--- src/rtl/timer_arbiter.sv ---
`default_nettype none
// ============================================================================
// Module   : timer_arbiter
// Purpose  : Shares one one-shot 64-bit timer among N_CH requesters. Each
//            requester posts a delay; the arbiter grants one request at a time,
//            programs the compare value, starts the timer, waits for done and
//            pulses a per-channel expiry strobe.
// Revision : 1.0 - initial release
// ----------------------------------------------------------------------------
// Ports
//   clk             in   system clock
//   rst             in   synchronous active-high reset
//   req_valid       in   [N_CH]    per-channel request, held until req_accept
//   req_delay       in   [N_CH*W]  flat delays, channel i at [i*W +: W]
//   req_cancel      in   [N_CH]    abort pending / active request
//   req_accept      out  [N_CH]    one-cycle pulse: request latched
//   expire          out  [N_CH]    one-cycle pulse: delay elapsed
//   busy            out            a request is in service
//   active_ch       out  [clog2]   channel in service (valid when busy)
//   tmr_cmp_value   out  [W]       timer compare value
//   tmr_start       out            one-cycle timer start pulse
//   tmr_en          out            timer enable
//   tmr_int_en      out            timer interrupt enable (always 0)
//   tmr_auto_reload out            timer auto reload (always 0, one-shot)
//   tmr_done        in             timer done flag
// Configuration
//   TIMER_ARB_FIXED_PRIO_EN : when defined, arbitration is fixed priority
//                             (lowest index wins) instead of round-robin.
// ============================================================================
module timer_arbiter #(
  parameter int N_CH = 4,
  parameter int W    = 64
) (
  input  logic                      clk,
  input  logic                      rst,
  input  logic [N_CH-1:0]           req_valid,
  input  logic [N_CH*W-1:0]         req_delay,
  input  logic [N_CH-1:0]           req_cancel,
  output logic [N_CH-1:0]           req_accept,
  output logic [N_CH-1:0]           expire,
  output logic                      busy,
  output logic [$clog2(N_CH)-1:0]   active_ch,
  output logic [W-1:0]              tmr_cmp_value,
  output logic                      tmr_start,
  output logic                      tmr_en,
  output logic                      tmr_int_en,
  output logic                      tmr_auto_reload,
  input  logic                      tmr_done
);

  localparam int CH_W = $clog2(N_CH);

  localparam logic [2:0] S_IDLE   = 3'd0;
  localparam logic [2:0] S_LOAD   = 3'd1;
  localparam logic [2:0] S_START  = 3'd2;
  localparam logic [2:0] S_SETTLE = 3'd3;
  localparam logic [2:0] S_WAIT   = 3'd4;
  localparam logic [2:0] S_FIN    = 3'd5;

  logic [2:0]      r_state;
  logic [CH_W-1:0] r_active;
  logic [W-1:0]    r_delay;
  logic [W-1:0]    r_cmp;
  logic            r_busy;
  logic            r_en;
  logic            r_start;
  logic [N_CH-1:0] r_accept;
  logic [N_CH-1:0] r_expire;

  logic [N_CH-1:0] w_elig;
  logic            w_any;
  logic [CH_W-1:0] w_winner;
  logic [N_CH-1:0] w_win_onehot;
  logic [N_CH-1:0] w_act_onehot;
  logic [W-1:0]    w_win_delay;
  logic            w_cancel_act;

  // A cancel on a non-active channel only hides it from this cycle's pick.
  assign w_elig = req_valid & ~req_cancel;
  assign w_any  = |w_elig;

`ifdef TIMER_ARB_FIXED_PRIO_EN
  always_comb begin
    w_winner = '0;
    for (int k = N_CH - 1; k >= 0; k--) begin
      if (w_elig[k]) w_winner = CH_W'(k);
    end
  end
`else
  logic [CH_W-1:0] r_ptr;

  // First pass finds the lowest eligible index (the wrap-around fallback);
  // the second pass overrides it with the lowest eligible index >= r_ptr.
  always_comb begin
    w_winner = '0;
    for (int k = N_CH - 1; k >= 0; k--) begin
      if (w_elig[k]) w_winner = CH_W'(k);
    end
    for (int k = N_CH - 1; k >= 0; k--) begin
      if (w_elig[k] && (CH_W'(k) >= r_ptr)) w_winner = CH_W'(k);
    end
  end

  always_ff @(posedge clk) begin
    if (rst) begin
      r_ptr <= '0;
    end else if ((r_state == S_IDLE) && w_any) begin
      r_ptr <= (w_winner == CH_W'(N_CH - 1)) ? '0 : w_winner + CH_W'(1);
    end
  end
`endif

  always_comb begin
    w_win_onehot = '0;
    w_act_onehot = '0;
    w_win_delay  = '0;
    for (int k = 0; k < N_CH; k++) begin
      w_win_onehot[k] = (CH_W'(k) == w_winner);
      w_act_onehot[k] = (CH_W'(k) == r_active);
      if (CH_W'(k) == w_winner) w_win_delay = req_delay[k*W +: W];
    end
  end

  assign w_cancel_act = |(req_cancel & w_act_onehot);

  always_ff @(posedge clk) begin
    if (rst) begin
      r_state  <= S_IDLE;
      r_active <= '0;
      r_delay  <= '0;
      r_cmp    <= '0;
      r_busy   <= 1'b0;
      r_en     <= 1'b0;
      r_start  <= 1'b0;
      r_accept <= '0;
      r_expire <= '0;
    end else begin
      r_accept <= '0;
      r_expire <= '0;
      r_start  <= 1'b0;
      case (r_state)
        S_IDLE: begin
          if (w_any) begin
            r_accept <= w_win_onehot;
            r_active <= w_winner;
            r_delay  <= w_win_delay;
            r_busy   <= 1'b1;
            r_state  <= S_LOAD;
          end
        end
        S_LOAD: begin
          if (w_cancel_act) begin
            r_en    <= 1'b0;
            r_busy  <= 1'b0;
            r_state <= S_IDLE;
          end else begin
            r_cmp <= r_delay;
            r_en  <= 1'b1;
            // A zero delay has already elapsed; skip the timer entirely.
            if (r_delay == '0) begin
              r_state <= S_FIN;
            end else begin
              r_start <= 1'b1;
              r_state <= S_START;
            end
          end
        end
        S_START, S_SETTLE: begin
          // SETTLE ignores tmr_done, which may still be stale from the last run.
          if (w_cancel_act) begin
            r_en    <= 1'b0;
            r_busy  <= 1'b0;
            r_state <= S_IDLE;
          end else begin
            r_state <= (r_state == S_START) ? S_SETTLE : S_WAIT;
          end
        end
        S_WAIT: begin
          // Cancel wins over a simultaneous done.
          if (w_cancel_act) begin
            r_en    <= 1'b0;
            r_busy  <= 1'b0;
            r_state <= S_IDLE;
          end else if (tmr_done) begin
            r_state <= S_FIN;
          end
        end
        S_FIN: begin
          r_expire <= w_act_onehot;
          r_en     <= 1'b0;
          r_busy   <= 1'b0;
          r_state  <= S_IDLE;
        end
        default: begin
          r_en    <= 1'b0;
          r_busy  <= 1'b0;
          r_state <= S_IDLE;
        end
      endcase
    end
  end

  assign req_accept      = r_accept;
  assign expire          = r_expire;
  assign busy            = r_busy;
  assign active_ch       = r_active;
  assign tmr_cmp_value   = r_cmp;
  assign tmr_start       = r_start;
  assign tmr_en          = r_en;
  assign tmr_int_en      = 1'b0;
  assign tmr_auto_reload = 1'b0;

endmodule
`default_nettype wire
--- config.mk ---
export PLATFORM = sky130hd
export DESIGN_NAME = timer_arbiter
export DESIGN_NICKNAME = d
export VERILOG_FILES = /design/src/rtl/timer_arbiter.sv
export SDC_FILE = /design/constraint.sdc
export NUM_CORES = 1
export LEC_CHECK = 0
export CORE_MARGIN = 2
export CORE_UTILIZATION = 41
export CTS_BUF_LIST = sky130_fd_sc_hd__clkbuf_16
export DETAILED_ROUTE_END_ITERATION = 10
export GPL_ROUTABILITY_DRIVEN = 0
export PLACE_DENSITY_LB_ADDON = 0.05
export SLEW_MARGIN = 40
export SYNTH_ARGS = -nofsm -noshare
export SYNTH_HDL_FRONTEND = slang
export SYNTH_SLANG_ARGS = --single-unit
--- constraint.sdc ---
create_clock -name clk -period 3.6 [get_ports clk]
set_input_delay 0.9 -clock clk [delete_from_list [all_inputs] [get_ports clk]]
set_output_delay 0.9 -clock clk [all_outputs]
set_load 0.01 [all_outputs]
==> impl_metrics.py, run 1 <==
metrics = {
    "sta": {
        "fin_skew_ps": 6.58,
        "setup_slack_ps": 353,
        "setup_viol": 0,
        "max_freq_mhz": 308,
        "worst_pin_slew_ps": 657,
        "slew_headroom_pct": 55.8,
        "hold_viol_final": 0,
        "slew_violations": 0,
        "fin_setup_tns_ps": 0,
        "rsz0062_at_grt": "no",
        "layout_min_cycle_time_ps": 3250,
        "period_share_pct": 90.2,
    },
    "power": {
        "power_density_nw_per_um2": 464,
        "clock_power_share_pct": 31.3,
        "switching_power_mw": 1.66,
        "p_leak_nw": 4.03,
        "seqPwrFrac_pct": 37.1,
        "switching_share_pct": 31.2,
        "finalPower_mw": 5.31,
        "ir_worst_vdd_mv": 0.382,
        "internal_power_mw": 3.65,
        "p_comb_share_pct": 31.5,
    },
    "final_layout": {
        "drive_gt1_share_pct": 6.94,
        "final.fill_count": 1531,
        "multi_input_area_um2": 3780,
        "area_delta_synth_final_pct": 60.5,
        "layout_common_cells": "342 x clkdlybuf4s50_1, 146 x dfxtp_1, 138 x nand2_1",
        "layout_commonest_cell": "clkdlybuf4s50_1",
        "utilization_pct": 66.8,
        "final_nets": 1499,
        "seqCellArea_um2": 2920,
        "n_antenna_cell": 0,
    },
    "outcome": {
        "status": "complete, no violations",
    },
    "floorplanning": {
        "die_h_um": 136,
        "fp.dieW_um": 136,
        "start_util_pct": 41.6,
        "die_area_um2": 18400,
        "core_um2": 17100,
        "rows": 48,
        "top_level_ports": 346,
    },
    "detailed_routing": {
        "avgRoutedWirePerCell_um": 18.0,
        "drt_first_pass_iters": 5,
        "drtIter0Drc": 486,
        "wirelength_mm": 26.4,
        "drtAntennaViolNets": 0,
        "vias": 8001,
        "routed_via_density": 5.47,
        "remaining_drc_errors": 0,
    },
    "place": {
        "port_buffers": 343,
        "pre_cts_slack_ps": -84.5,
        "dpl.hpwl_mm": 19.8,
    },
    "yosys": {
        "synth_top_cell_by_area": "dfxtp_1",
        "synth_top_family_by_area": "simple AND/OR/NAND/NOR gates",
        "ys_seq_area_share_pct": 41.0,
        "synthMuxAreaShare_pct": 0.316,
        "synth-seq-cells": 146,
        "postSynthCellCount": 911,
        "netlist_area_um2": 7120,
        "synth_cell_types": 38,
        "synth_edf_count": 0,
        "ys.flop_type": "dfxtp_1",
        "synth-xor-area-share_pct": 0,
        "synth_top_cells_by_area": "dfxtp_1 41%, nor3_1 9.1%, a221oi_1 7.7%",
        "synth_top_cell_area_share_pct": 41.0,
        "yosys.area_share.simple_pct": 30.2,
        "yosys_warnings": 0,
        "synth-compound-area-share_pct": 21.1,
        "synth_fa_ha_area_share_pct": 0.702,
        "async_flop_share_pct": 0,
        "syn_area_per_cell_um2": 7.82,
    },
    "min_path": {
        "worstHoldPathType": "reg2reg",
        "hold-path-cell-count": 2,
    },
    "cts": {
        "htreeDepth": 4,
        "cts.repair.resized": 0,
        "clk_pin_slew_ps": 60,
        "hold_buffers": 0,
        "cts_root_buffer": "clkbuf_16",
        "cts-buffers-inserted": 17,
        "post_cts_buffers": 0,
        "cts_buffer_depth": 2,
        "insertion_delay_ps": 420,
        "cts.sinks": 146,
        "cts_tree": "done",
    },
    "job": {
        "max_cap_violations": 0,
    },
    "setup_path": {
        "path_cells": "clkdlybuf4s50_1 -> nor2b_1 -> a21o_1 -> a21oi_1 -> o21ai_0 -> buf_4 -> ha_1 -> nor2b_4 -> buf_4 -> a221oi_1 -> nor3_1 -> a211oi_1 -> nor3_1",
        "path_max_fanout": 12,
        "setup.worst_path.end_class": "flop",
        "slowest_delay_ps": 490,
        "start_kind": "input pin",
        "r2r_cells": 11,
        "arrival_ps": 3590,
        "worst_path_max_delay_cell": "nor2b_4",
        "path_class": "in2reg",
        "cp_data_required_time_ps": 3940,
    },
    "global_route": {
        "grt_pass1_vias": 7513,
        "grt_pass1_wl_mm": 39.2,
        "grtUsageTotal_pct": 27.5,
        "gr-total-overflow": 0,
        "antenna_found_initial": 0,
        "grt_start_max_net_pins": 61,
    },
}
[registers in the layout (all words and copies together), names as in the netlist]
| signal | count |
|---|---|
| active_ch | 2 |
| busy | 1 |
| expire | 4 |
| r_delay | 64 |
| r_ptr | 2 |
| r_state | 3 |
| req_accept | 4 |
| tmr_cmp_value | 64 |
| tmr_en | 1 |
| tmr_start | 1 |
[critical path, delay by kind of cell]
kind | cells | cell delay, ps
compound gates | 5 | 510
fa+ha+maj | 1 | 160
buf+inv | 3 | 860
simple gates | 4 | 1150
[power by group through the flow]
stage	logic (mW)	registers (mW)	clock network [mW]
2_1_floorplan	0.934	1.97	0
3_3_place_gp	1.64	2.00	0
3_5_place_dp	1.67	2.00	0
4_1_cts	1.68	1.97	1.68
5_1_grt	1.83	1.99	1.75
6_report	1.67	1.97	1.66
[metrics by stage]
stage	area, um^2	cells	hold slack [ps]
global route	11400	1464	465
CTS	11400	1464	454
global placement	10800	1432	441
detailed placement	10900	1434	446
floorplan	7130	912	445
finish	11400	1464	450
[cells by family after synthesis]
kind of cell / Yosys count
DFF: 146
muxes: 1
buffers and inverters: 95
and+or+nand+nor: 450
adders and majority gates: 4
AOI/OAI and AO/OA: 214
other: 1
[routing by layer]
layer | track usage [%] | part of all wire (%) | up-vias
met5 | 0 | 0 | -
met4 | 10.4 | 2.9 | 0
met3 | 6.86 | 8.0 | 50
met2 | 47.1 | 49 | 348
met1 | 33.3 | 40 | 3682
li1 | - | - | 3921
[path summary, 6_finish.rpt]
check / from / endpoint / slack, ps
min reg2reg: tmr_cmp_value[26] / tmr_cmp_value[26] / 450
min: tmr_cmp_value[26] / tmr_cmp_value[26] / 450
max reg2reg: r_ptr[0] / r_delay[0] / 1150
max: req_valid[1] / r_delay[0] / 350
[cell type report]
| class | count | share of cell area (%) |
|---|---|---|
| timing repair buffer | 388 | 34.0 |
| sequential | 146 | 25.6 |
| multi-input combinational | 671 | 33.1 |
| tap | 225 | 2.46 |
| clock buffer | 17 | 3.72 |
| inverter | 4 | 0.131 |
| clock inverter | 13 | 1.07 |
[cell usage after synthesis (all sizes together), types with 4 or more instances]
library cell    n
a21oi          73
dfxtp         146
nor3          131
o21ai           4
a221oi         63
a211oi         66
nand2b          5
nor2           74
and2            4
ha              4
clkbuf         60
nor4           17
nor2b          68
buf            31
inv             4
nand2         138
nand4           4
Note: power is estimated with default switching activity, not from simulation.
==> run 2: changes to the inputs <==
CORE_UTILIZATION = 42   (was 41)
CTS_BUF_LIST = sky130_fd_sc_hd__clkbuf_4   (was sky130_fd_sc_hd__clkbuf_16)
==> run 2 against run 1 <==
Effect of this change: via count down 1.7%; routed wire length down 4.5%; total power shrank 12%; design area fell by 3.0%; sequential cell count did not move; sequential power about the same; utilization increased by 0.11 points; critical path type unchanged; setup slack improved by 110 ps; die area decreased by 2.3%; worst hold slack improved by 11 ps; maximum frequency increased by 3.4%.
==> impl_metrics.py, run 2 (synthesized netlist as in run 1, its figures left out) <==
metrics = {
    "outcome": {
        "status": "complete, no violations",
    },
    "sta": {
        "setup_slack_ps": 461,
        "max_freq_mhz": 319,
        "period_share_pct": 87.2,
        "slew_violations": 0,
        "timing.hold.ws_ps": 462,
        "slew_headroom_pct": 51.1,
        "worst_pin_slew_ps": 731,
        "setup_viol": 0,
        "fin_skew_ps": 10.4,
        "rsz0062_at_grt": "no",
        "fin_setup_tns_ps": 0,
        "layout_min_cycle_time_ps": 3140,
        "hold_viol_final": 0,
    },
    "setup_path": {
        "cp_data_required_time_ps": 4090,
        "setup.worst_path.end_class": "flop",
        "arrival_ps": 3630,
        "path_class": "in2reg",
        "path_max_fanout": 11,
        "start_kind": "input pin",
        "r2r_cells": 11,
    },
    "final_layout": {
        "area_delta_synth_final_pct": 55.8,
        "layout_commonest_cell": "clkdlybuf4s50_1",
        "drive_gt1_share_pct": 6.19,
        "final_nets": 1485,
        "layout_common_cells": "342 x clkdlybuf4s50_1, 146 x dfxtp_1, 138 x nand2_1",
    },
    "cts": {
        "cts_tree": "done",
        "cts.sinks": 146,
        "cts.repair.resized": 0,
        "clk_pin_slew_ps": 120,
        "post_cts_buffers": 0,
        "htreeDepth": 4,
        "hold_buffers": 0,
        "insertion_delay_ps": 560,
        "cts_root_buffer": "clkbuf_4",
        "cts-buffers-inserted": 17,
        "cts_buffer_depth": 2,
    },
    "power": {
        "switching_power_mw": 1.57,
        "p_leak_nw": 3.84,
        "power_density_nw_per_um2": 423,
        "internal_power_mw": 3.12,
        "switching_share_pct": 33.5,
        "seqPwrFrac_pct": 41.9,
        "clock_power_share_pct": 23.1,
        "ir_worst_vdd_mv": 0.239,
        "p_comb_share_pct": 34.9,
    },
    "detailed_routing": {
        "remaining_drc_errors": 0,
        "wirelength_mm": 25.2,
        "avgRoutedWirePerCell_um": 17.4,
        "vias": 7868,
        "drt_first_pass_iters": 5,
        "routed_via_density": 5.43,
        "drtIter0Drc": 403,
        "drtAntennaViolNets": 0,
    },
    "global_route": {
        "grt_pass1_vias": 7451,
        "grtUsageTotal_pct": 27.4,
        "grt_start_max_net_pins": 79,
        "antenna_found_initial": 1,
        "gr-total-overflow": 0,
        "grt_pass1_wl_mm": 39.0,
    },
    "floorplanning": {
        "start_util_pct": 43.0,
        "rows": 47,
        "top_level_ports": 346,
        "core_um2": 16600,
        "die_area_um2": 18000,
        "die_h_um": 134,
        "fp.dieW_um": 134,
    },
    "min_path": {
        "hold-path-cell-count": 2,
        "worstHoldPathType": "reg2reg",
    },
    "place": {
        "port_buffers": 343,
        "pre_cts_slack_ps": -90.8,
        "dpl.hpwl_mm": 18.7,
    },
    "job": {
        "max_cap_violations": 0,
    },
}
[run 2: per-stage QoR]
step / utilization, % / area (um^2) / cells / power, mW
2_1_floorplan: - / 7130 / 912 / 2.90
3_3_place_gp: 65.0 / 10800 / 1415 / 3.62
3_5_place_dp: 65.0 / 10800 / 1415 / 3.64
4_1_cts: 66.9 / 11100 / 1447 / 4.72
5_1_grt: 66.9 / 11100 / 1448 / 4.97
6_report: 66.9 / 11100 / 1448 / 4.69
[run 2: area by class of cell]
type / count / area (um^2)
Clock inverter: 13 / 163
Antenna cell: 1 / 2.50
Clock buffer: 19 / 143
Multi-Input combinational cell: 671 / 3780
Tap cell: 220 / 275
Inverter: 4 / 15.0
Sequential cell: 146 / 2920
Timing Repair Buffer: 374 / 3790
Fill cell: 1481 / 5490
[run 2: worst max-delay path, cell delays in order]
cell and delay [ps]:
clkdlybuf4s50_1 450, nor2b_1 290, a21o_1 130, a21oi_1 60, o21ai_0 240, buf_4 180
ha_1 160, nor2b_4 400, buf_4 270, a221oi_1 90, nor3_1 200, a211oi_1 70
nor3_1 180
[run 2: metal layers]
metal	track usage [%]	up-vias	wire length (um)
met5	0	-	0
met4	9.12	0	512
met3	7.52	35	1870
met2	47.4	304	12400
met1	32.8	3633	10400
li1	-	3896	-
[run 2: worst paths after layout]
| check | startpoint | endpoint | slack, ps |
|---|---|---|---|
| min | tmr_cmp_value[34] | tmr_cmp_value[34] | 460 |
| max reg2reg | r_ptr[1] | r_delay[14] | 1140 |
| min reg2reg | tmr_cmp_value[34] | tmr_cmp_value[34] | 460 |
| max | req_valid[1] | r_delay[14] | 460 |
[run 2: power by group through the flow]
stage	Sequential [mW]	Combinational [mW]	Clock, mW
after CTS	1.97	1.65	1.11
after global routing	1.99	1.80	1.17
after global placement	2.00	1.63	0
after detailed placement	2.00	1.64	0
after floorplan	1.97	0.934	0
final	1.97	1.64	1.09
